==> src/rtl/ddr_load_sched_if.sv <==
// DDR read-command and read-return control bundle between the load scheduler
// and the DDR read port. The data bus is not carried here; only control is.
//   ddr_rd_req_o : read command valid (scheduler -> DDR)
//   ddr_rd_len_o : read command length, beats-1 (scheduler -> DDR)
//   ddr_rd_ack_i : command accepted (DDR -> scheduler)
//   ddr_valid_i  : read data beat valid (DDR -> scheduler)
//   ddr_last_i   : last beat of burst (DDR -> scheduler)
// Signal suffixes are written from the scheduler's point of view.
interface ddr_load_sched_if #(
    parameter int unsigned LW = 8
);
    logic          ddr_rd_req_o;
    logic [LW-1:0] ddr_rd_len_o;
    logic          ddr_rd_ack_i;
    logic          ddr_valid_i;
    logic          ddr_last_i;

    // Scheduler side
    modport master (
        output ddr_rd_req_o,
        output ddr_rd_len_o,
        input  ddr_rd_ack_i,
        input  ddr_valid_i,
        input  ddr_last_i
    );

    // DDR read port side
    modport slave (
        input  ddr_rd_req_o,
        input  ddr_rd_len_o,
        output ddr_rd_ack_i,
        output ddr_valid_i,
        output ddr_last_i
    );
endinterface

==> src/rtl/ddr_load_sched.sv <==
// Shares the single DDR read stream among the feature, weight and bias loaders.
// Fixed-priority arbitration (bias > weight > feature), one DDR burst per grant,
// beat counting with zero-latency per-destination strobes, and weight ping-pong
// bank bookkeeping.
// Ports:
//   clk_i, rstn_i                  clock, asynchronous active-low reset
//   feat/wgt/bias _req_i, _len_i   loader burst requests (level) and beats-1
//   feat/wgt/bias _done_o          one-cycle burst-complete pulses
//   ddr                            DDR command/return control (master modport)
//   sel_ddr_o, ddr_last_o          feature-matrix beat strobe and final beat
//   weight_valid_o                 weight-matrix beat strobe
//   sel_weight_w_o/_r_o            weight bank being written / read
//   wgt_ready_o, wgt_consume_i     read bank full / datapath done with it
//   bias_valid_o, last_bias_o      bias-array beat strobe and final beat
//   busy_o, err_o                  FSM not idle, sticky length/last mismatch
module ddr_load_sched #(
    parameter int unsigned LW = 8,
    parameter int unsigned NB = 2
) (
    input  logic                    clk_i,
    input  logic                    rstn_i,
    ddr_load_sched_if.master        ddr,
    input  logic                    feat_req_i,
    input  logic [LW-1:0]           feat_len_i,
    output logic                    feat_done_o,
    input  logic                    wgt_req_i,
    input  logic [LW-1:0]           wgt_len_i,
    output logic                    wgt_done_o,
    input  logic                    bias_req_i,
    input  logic [LW-1:0]           bias_len_i,
    output logic                    bias_done_o,
    output logic                    sel_ddr_o,
    output logic                    ddr_last_o,
    output logic                    weight_valid_o,
    output logic                    sel_weight_w_o,
    output logic                    sel_weight_r_o,
    output logic                    wgt_ready_o,
    input  logic                    wgt_consume_i,
    output logic                    bias_valid_o,
    output logic                    last_bias_o,
    output logic                    busy_o,
    output logic                    err_o
);

    typedef enum logic [1:0] {
        S_IDLE,
        S_ISSUE,
        S_STREAM,
        S_DONE
    } state_t;

    typedef enum logic [1:0] {
        OWN_FEAT,
        OWN_WGT,
        OWN_BIAS
    } owner_t;

    state_t        state_q, state_d;
    owner_t        owner_q, owner_d;
    logic [LW-1:0] len_q,   len_d;
    logic [LW-1:0] cnt_q,   cnt_d;
    logic [NB-1:0] bank_full_q, bank_full_d;
    logic          wptr_q,  wptr_d;
    logic          rptr_q,  rptr_d;
    logic          err_q,   err_d;

    logic          stream_c;
    logic          at_len_c;
    logic          final_beat_c;

    assign stream_c     = (state_q == S_STREAM);
    assign at_len_c     = (cnt_q == len_q);
    assign final_beat_c = stream_c & ddr.ddr_valid_i & at_len_c;

    // State register
    always_ff @(posedge clk_i or negedge rstn_i) begin
        if (!rstn_i) begin
            state_q     <= S_IDLE;
            owner_q     <= OWN_FEAT;
            len_q       <= '0;
            cnt_q       <= '0;
            bank_full_q <= '0;
            wptr_q      <= 1'b0;
            rptr_q      <= 1'b0;
            err_q       <= 1'b0;
        end else begin
            state_q     <= state_d;
            owner_q     <= owner_d;
            len_q       <= len_d;
            cnt_q       <= cnt_d;
            bank_full_q <= bank_full_d;
            wptr_q      <= wptr_d;
            rptr_q      <= rptr_d;
            err_q       <= err_d;
        end
    end

    // Next-state: arbitration, burst sequencing, bank bookkeeping, error capture
    always_comb begin
        state_d     = state_q;
        owner_d     = owner_q;
        len_d       = len_q;
        cnt_d       = cnt_q;
        bank_full_d = bank_full_q;
        wptr_d      = wptr_q;
        rptr_d      = rptr_q;
        err_d       = err_q;

        case (state_q)
            S_IDLE: begin
                // Weight is skipped while its write bank is still full.
                if (bias_req_i) begin
                    owner_d = OWN_BIAS;
                    len_d   = bias_len_i;
                    state_d = S_ISSUE;
                end else if (wgt_req_i && !bank_full_q[wptr_q]) begin
                    owner_d = OWN_WGT;
                    len_d   = wgt_len_i;
                    state_d = S_ISSUE;
                end else if (feat_req_i) begin
                    owner_d = OWN_FEAT;
                    len_d   = feat_len_i;
                    state_d = S_ISSUE;
                end
            end
            S_ISSUE: begin
                if (ddr.ddr_rd_ack_i) begin
                    cnt_d   = '0;
                    state_d = S_STREAM;
                end
            end
            S_STREAM: begin
                // Termination follows the local count; ddr_last only flags errors.
                if (ddr.ddr_valid_i) begin
                    cnt_d = cnt_q + LW'(1);
                    if (ddr.ddr_last_i != at_len_c) begin
                        err_d = 1'b1;
                    end
                    if (at_len_c) begin
                        state_d = S_DONE;
                    end
                end
            end
            S_DONE: begin
                if (owner_q == OWN_WGT) begin
                    bank_full_d[wptr_q] = 1'b1;
                    wptr_d              = ~wptr_q;
                end
                state_d = S_IDLE;
            end
            default: state_d = S_IDLE;
        endcase

        // Beats with no open burst have nowhere to go.
        if (ddr.ddr_valid_i && !stream_c) begin
            err_d = 1'b1;
        end

        // Consume targets the read bank, never the bank being filled in DONE.
        if (wgt_consume_i && bank_full_q[rptr_q]) begin
            bank_full_d[rptr_q] = 1'b0;
            rptr_d              = ~rptr_q;
        end
    end

    assign ddr.ddr_rd_req_o = (state_q == S_ISSUE);
    assign ddr.ddr_rd_len_o = (state_q == S_ISSUE) ? len_q : '0;

    // Strobes are combinational so they line up with the data beat.
    assign sel_ddr_o      = stream_c & ddr.ddr_valid_i & (owner_q == OWN_FEAT);
    assign weight_valid_o = stream_c & ddr.ddr_valid_i & (owner_q == OWN_WGT);
    assign bias_valid_o   = stream_c & ddr.ddr_valid_i & (owner_q == OWN_BIAS);
    assign ddr_last_o     = sel_ddr_o & final_beat_c;
    assign last_bias_o    = bias_valid_o & final_beat_c;

    assign feat_done_o = (state_q == S_DONE) & (owner_q == OWN_FEAT);
    assign wgt_done_o  = (state_q == S_DONE) & (owner_q == OWN_WGT);
    assign bias_done_o = (state_q == S_DONE) & (owner_q == OWN_BIAS);

    assign sel_weight_w_o = wptr_q;
    assign sel_weight_r_o = rptr_q;
    assign wgt_ready_o    = bank_full_q[rptr_q];
    assign busy_o         = (state_q != S_IDLE);
    assign err_o          = err_q;

endmodule

==> src/flat_wrapper.sv <==
// flat-port wrapper written by rule: the top's interface ports become plain ports
module ddr_load_sched_flat 
#(
    parameter int unsigned LW = 8,
    parameter int unsigned NB = 2
)
  (clk_i, rstn_i, feat_req_i, feat_len_i, feat_done_o, wgt_req_i, wgt_len_i, wgt_done_o, bias_req_i, bias_len_i, bias_done_o, sel_ddr_o, ddr_last_o, weight_valid_o, sel_weight_w_o, sel_weight_r_o, wgt_ready_o, wgt_consume_i, bias_valid_o, last_bias_o, busy_o, err_o, ddr_ddr_rd_req_o, ddr_ddr_rd_len_o, ddr_ddr_rd_ack_i, ddr_ddr_valid_i, ddr_ddr_last_i);
  ddr_load_sched_if #(.LW(LW)) ddr_i ();
  input  logic clk_i;
  input  logic rstn_i;
  input  logic feat_req_i;
  input  logic [LW-1:0] feat_len_i;
  output logic feat_done_o;
  input  logic wgt_req_i;
  input  logic [LW-1:0] wgt_len_i;
  output logic wgt_done_o;
  input  logic bias_req_i;
  input  logic [LW-1:0] bias_len_i;
  output logic bias_done_o;
  output logic sel_ddr_o;
  output logic ddr_last_o;
  output logic weight_valid_o;
  output logic sel_weight_w_o;
  output logic sel_weight_r_o;
  output logic wgt_ready_o;
  input  logic wgt_consume_i;
  output logic bias_valid_o;
  output logic last_bias_o;
  output logic busy_o;
  output logic err_o;
  output wire logic [$bits(ddr_i.ddr_rd_req_o)-1:0] ddr_ddr_rd_req_o;
  output wire logic [$bits(ddr_i.ddr_rd_len_o)-1:0] ddr_ddr_rd_len_o;
  input wire logic [$bits(ddr_i.ddr_rd_ack_i)-1:0] ddr_ddr_rd_ack_i;
  input wire logic [$bits(ddr_i.ddr_valid_i)-1:0] ddr_ddr_valid_i;
  input wire logic [$bits(ddr_i.ddr_last_i)-1:0] ddr_ddr_last_i;
  assign ddr_ddr_rd_req_o = ddr_i.ddr_rd_req_o;
  assign ddr_ddr_rd_len_o = ddr_i.ddr_rd_len_o;
  assign ddr_i.ddr_rd_ack_i = ddr_ddr_rd_ack_i;
  assign ddr_i.ddr_valid_i = ddr_ddr_valid_i;
  assign ddr_i.ddr_last_i = ddr_ddr_last_i;
  ddr_load_sched #(.LW(LW), .NB(NB)) u_core (.clk_i(clk_i), .rstn_i(rstn_i), .ddr(ddr_i), .feat_req_i(feat_req_i), .feat_len_i(feat_len_i), .feat_done_o(feat_done_o), .wgt_req_i(wgt_req_i), .wgt_len_i(wgt_len_i), .wgt_done_o(wgt_done_o), .bias_req_i(bias_req_i), .bias_len_i(bias_len_i), .bias_done_o(bias_done_o), .sel_ddr_o(sel_ddr_o), .ddr_last_o(ddr_last_o), .weight_valid_o(weight_valid_o), .sel_weight_w_o(sel_weight_w_o), .sel_weight_r_o(sel_weight_r_o), .wgt_ready_o(wgt_ready_o), .wgt_consume_i(wgt_consume_i), .bias_valid_o(bias_valid_o), .last_bias_o(last_bias_o), .busy_o(busy_o), .err_o(err_o));
endmodule
==> config.mk <==
export PLATFORM = sky130hd
export DESIGN_NAME = ddr_load_sched_flat
export DESIGN_NICKNAME = d
export VERILOG_FILES = /design/src/rtl/ddr_load_sched_if.sv /design/src/rtl/ddr_load_sched.sv /design/src/flat_wrapper.sv
export SDC_FILE = /design/constraint.sdc
export NUM_CORES = 1
export LEC_CHECK = 0
export ABC_AREA = 1
export ABC_CLOCK_PERIOD_IN_PS = 2580
export BUFFER_PORTS_ARGS = -buffer_cell sky130_fd_sc_hd__buf_2
export CORE_ASPECT_RATIO = 1.5
export CORE_UTILIZATION = 55
export DETAILED_ROUTE_END_ITERATION = 16
export GPL_ROUTABILITY_DRIVEN = 0
export PLACE_DENSITY = 0.94
export SLEW_MARGIN = 20
export SYNTH_ARGS = -nofsm -noshare
export SYNTH_HDL_FRONTEND = slang
export SYNTH_SLANG_ARGS = --single-unit
==> constraint.sdc <==
create_clock -name clk_i -period 2.58 [get_ports clk_i]
set_input_delay 0.129 -clock clk_i [delete_from_list [all_inputs] [get_ports clk_i]]
set_output_delay 0.129 -clock clk_i [all_outputs]
set_load 0.005 [all_outputs]
==> summary.md <==
| Metric | Value |
|---|---|
| Outcome | `complete, no violations` |
| Worst hold-check path type | `input pin to flop` |
| TritonCTS clock tree | `done` |
| Die width | `48.5 um` |
| Hold path start | `ddr_ddr_valid_i` |
| GRT Util Overall | `0.246` |
| RSZ-0062 raised after global routing | `false` |
| # H-tree levels | `1` |
| YS warnings | `0` |
| Critical Path Start Type | `flop` |
| Wire length of the first global-routing pass | `6.69 mm` |
| Area leader, netlist | `dfrtp_1` |
| Fmax achieved | `508 MHz` |
| Max cap viols | `0` |
| Die area | `3480 um2` |
| Worst skew pair latency | `260 ps` |
| Slew Viols, Final | `0` |
| Commonest non-fill, non-tap cell in the layout | `nand2_1` |
| Slew margin rel. | `0.636` |
| Cell Pwr Density | `984 nW/um2` |
| CP Max Fanout | `10` |
| Cell count after synthesis | `230` |
| Sw frac | `0.470` |
| P&R area growth vs syn | `18.3%` |
| Synth top area cells | `dfrtp_1 35%, nand2_1 15%, inv_1 7.2%` |
| Final setup viols | `0` |
| Clk_skew | `4.47 ps` |
| Residual DRC | `0` |
| Initial Util | `0.570` |
| Hold path depth | `3` |
| Post-CTS Setup Bufs | `0` |
| N_diodes | `0` |
| Hold Fails Final Rpt | `0` |
| Leading cell types in the layout, fill and taps excluded | `70 x nand2_1, 54 x buf_2, 34 x inv_1, 25 x dfrtp_1` |
| Crit path DAT | `1840 ps` |
| Syn avg cell area | `7.75 um2` |
| Antenna violations before repair | `0` |
| Max VDD drop | `0.609 mV` |
| Die Ht | `between 70 and 80 um` |
| Final net count | `324` |
| Min Tclk post-route | `1970 ps` |
| Syn nets | `between 200 and 300` |
| Root Buffer | `clkbuf_8` |
| DRT Pass-1 Iters | `4` |
| Required time of the critical path | `2450 ps` |
| Final worst-path cycle share | `0.763` |
| Post-route setup TNS | `0 ps` |
| Worst Setup SP | `u_core.state_q[0]$_DFFE_PN0P_` |
| Register-to-Register Path Depth | `7` |
| Remaining global-route overflow | `0` |
| Vias per cell | `between 5 and 6` |
| Core area | `3130 um2` |
| Pleak | `0.00113 uW` |
| Share of the synthesized area in the top cell type | `0.351` |
| Worst Max-Slew Pin Slew | `546 ps` |
| Buffers on Ports | `54` |
| Critical Path End Type | `primary output` |
| IO Pins | `55` |
| Register area share after synthesis | `0.351` |
| Number of global-route vias before repair | `1591` |
| DRT iter0 DRCs | `36` |
| Fillers | `259` |
| #FFs+latches synth | `25` |
| Fraction of layout cells with a size suffix above 1 | `0.306` |
| Reg2Reg Launch Point | `u_core.state_q[0]$_DFFE_PN0P_` |
| Cts bufs inserted | `3` |
| Routed WL per cell | `12.0 um` |
| Vias | `1672` |
| CTS sink cnt | `25` |
| Sw power | `976 uW` |
| ANT nets after route | `0` |
| Post-DP HPWL | `3.11 mm` |
| Clk slew on worst S/H paths | `90 ps` |
| Post-Syn Area | `1780 um2` |
| Internal Dissipation | `around 1100 uW` |
| FP Rows | `25` |
| Post-synthesis cell type count | `34` |
| Clock share of power | `0.112` |
| Sequential Power Share | `0.337` |
| Final core area utilization | `0.674` |
| Share of total power in combinational logic | `0.550` |
| Final WL | `about 3.9 mm` |
| Clock buffer depth | `2` |
| Critical path type | `flop to primary output` |
| Largest net degree at the start of global routing | `26` |
==> layer usage <==
layer	track usage	wire, um	vias up
met2	0.466	2110	42
li1	-	-	843
met5	0	0	-
met4	0.105	87	0
met1	0.276	1580	779
met3	0.0276	103	8
==> through the flow <==
step / std cells / setup slack, ps / total power [uW] / hold slack (ps) / area [um2]
after CTS: 324 / 614 / 2080 / 87.8 / 2110
after floorplan: 230 / 1060 / 1600 / -167 / 1780
final: 324 / 612 / 2080 / 88.6 / 2110
after global placement: 319 / 915 / 1790 / 146 / 2050
after global routing: 324 / 417 / 2260 / 113 / 2110
after detailed placement: 319 / 846 / 1840 / 152 / 2050
==> kinds of logic (layout without fill, tap and decap cells) <==
logic type | after synthesis | count (layout) | synth area share
AO/OA/AOI/OAI | 30 | 30 | 0.157
XOR/XNOR | 7 | 7 | 0.0344
adder cells (fa/ha/maj) | 6 | 6 | 0.0421
buffers and inverters | 43 | 97 | 0.109
flip-flops | 25 | 25 | 0.351
AND/OR/NAND/NOR | 119 | 119 | 0.307
==> cells in the mapped netlist, drive strengths merged <==
master / n
nor2: 15
a31oi: 4
xnor2: 4
buf: 5
or2: 1
inv: 38
nor3: 7
nand3: 13
nand2: 76
o21ai: 14
a22oi: 4
nand3b: 1
a2bb2oi: 1
ha: 6
xor2: 3
nor4: 2
dfrtp: 25
nand4: 4
a21oi: 6
a21boi: 1
==> path summary, 6_finish.rpt <==
path	endpoint	slack, ps
worst min register to register	u_core.err_o$_DFFE_PN0P_	460
worst max register to register	u_core.cnt_q[4]$_DFFE_PN0P_	820
worst min-delay path	u_core.err_o$_DFFE_PN0P_	90
min in group asynchronous	u_core.cnt_q[2]$_DFFE_PN0P_	370
worst max-delay path	ddr_last_o	610
max in group asynchronous	u_core.state_q[0]$_DFFE_PN0P_	1840
==> critical path: stages (launching register included) <==
cell     delay, ps
dfrtp_1        430
inv_1          130
ha_1           410
nand2_1        200
nor4_1         250
buf_2          160
==> power by group through the flow <==
stage               registers [uW]  logic (uW)  clock network [uW]
floorplan                      654         942                   0
global route                   722        1280                 254
detailed placement             701        1140                   0
finish                         700        1140                 233
CTS                            698        1150                 234
global placement               691        1100                   0
==> timing repair <==
action	CTS	global route
hold buffers	1	0
resized for setup	0	0
endpoints found under the hold margin	25	0
setup endpoints to repair	0	0
==> layout make-up <==
cell class / count / area (um2) / area share
Inverter: 38 / 145 / 0.0688
Clock buffer: 4 / 45.0 / 0.0214
Timing Repair Buffer: 55 / 280 / 0.133
Multi-Input combinational cell: 162 / 963 / 0.457
Sequential cell: 25 / 626 / 0.297
Tap cell: 40 / 50.0 / 0.0237
==> flip-flops by register name, summed over array words and instances, names as in the netlist <==
signal and flops:
u_core.owner_q 2, u_core.state_q 2, u_core.err_o 1, u_core.len_q 8
u_core.bank_full_q 2, u_core.sel_weight_w_o 1, u_core.sel_weight_r_o 1, u_core.cnt_q 8
Power figures use the tool's default switching activity.
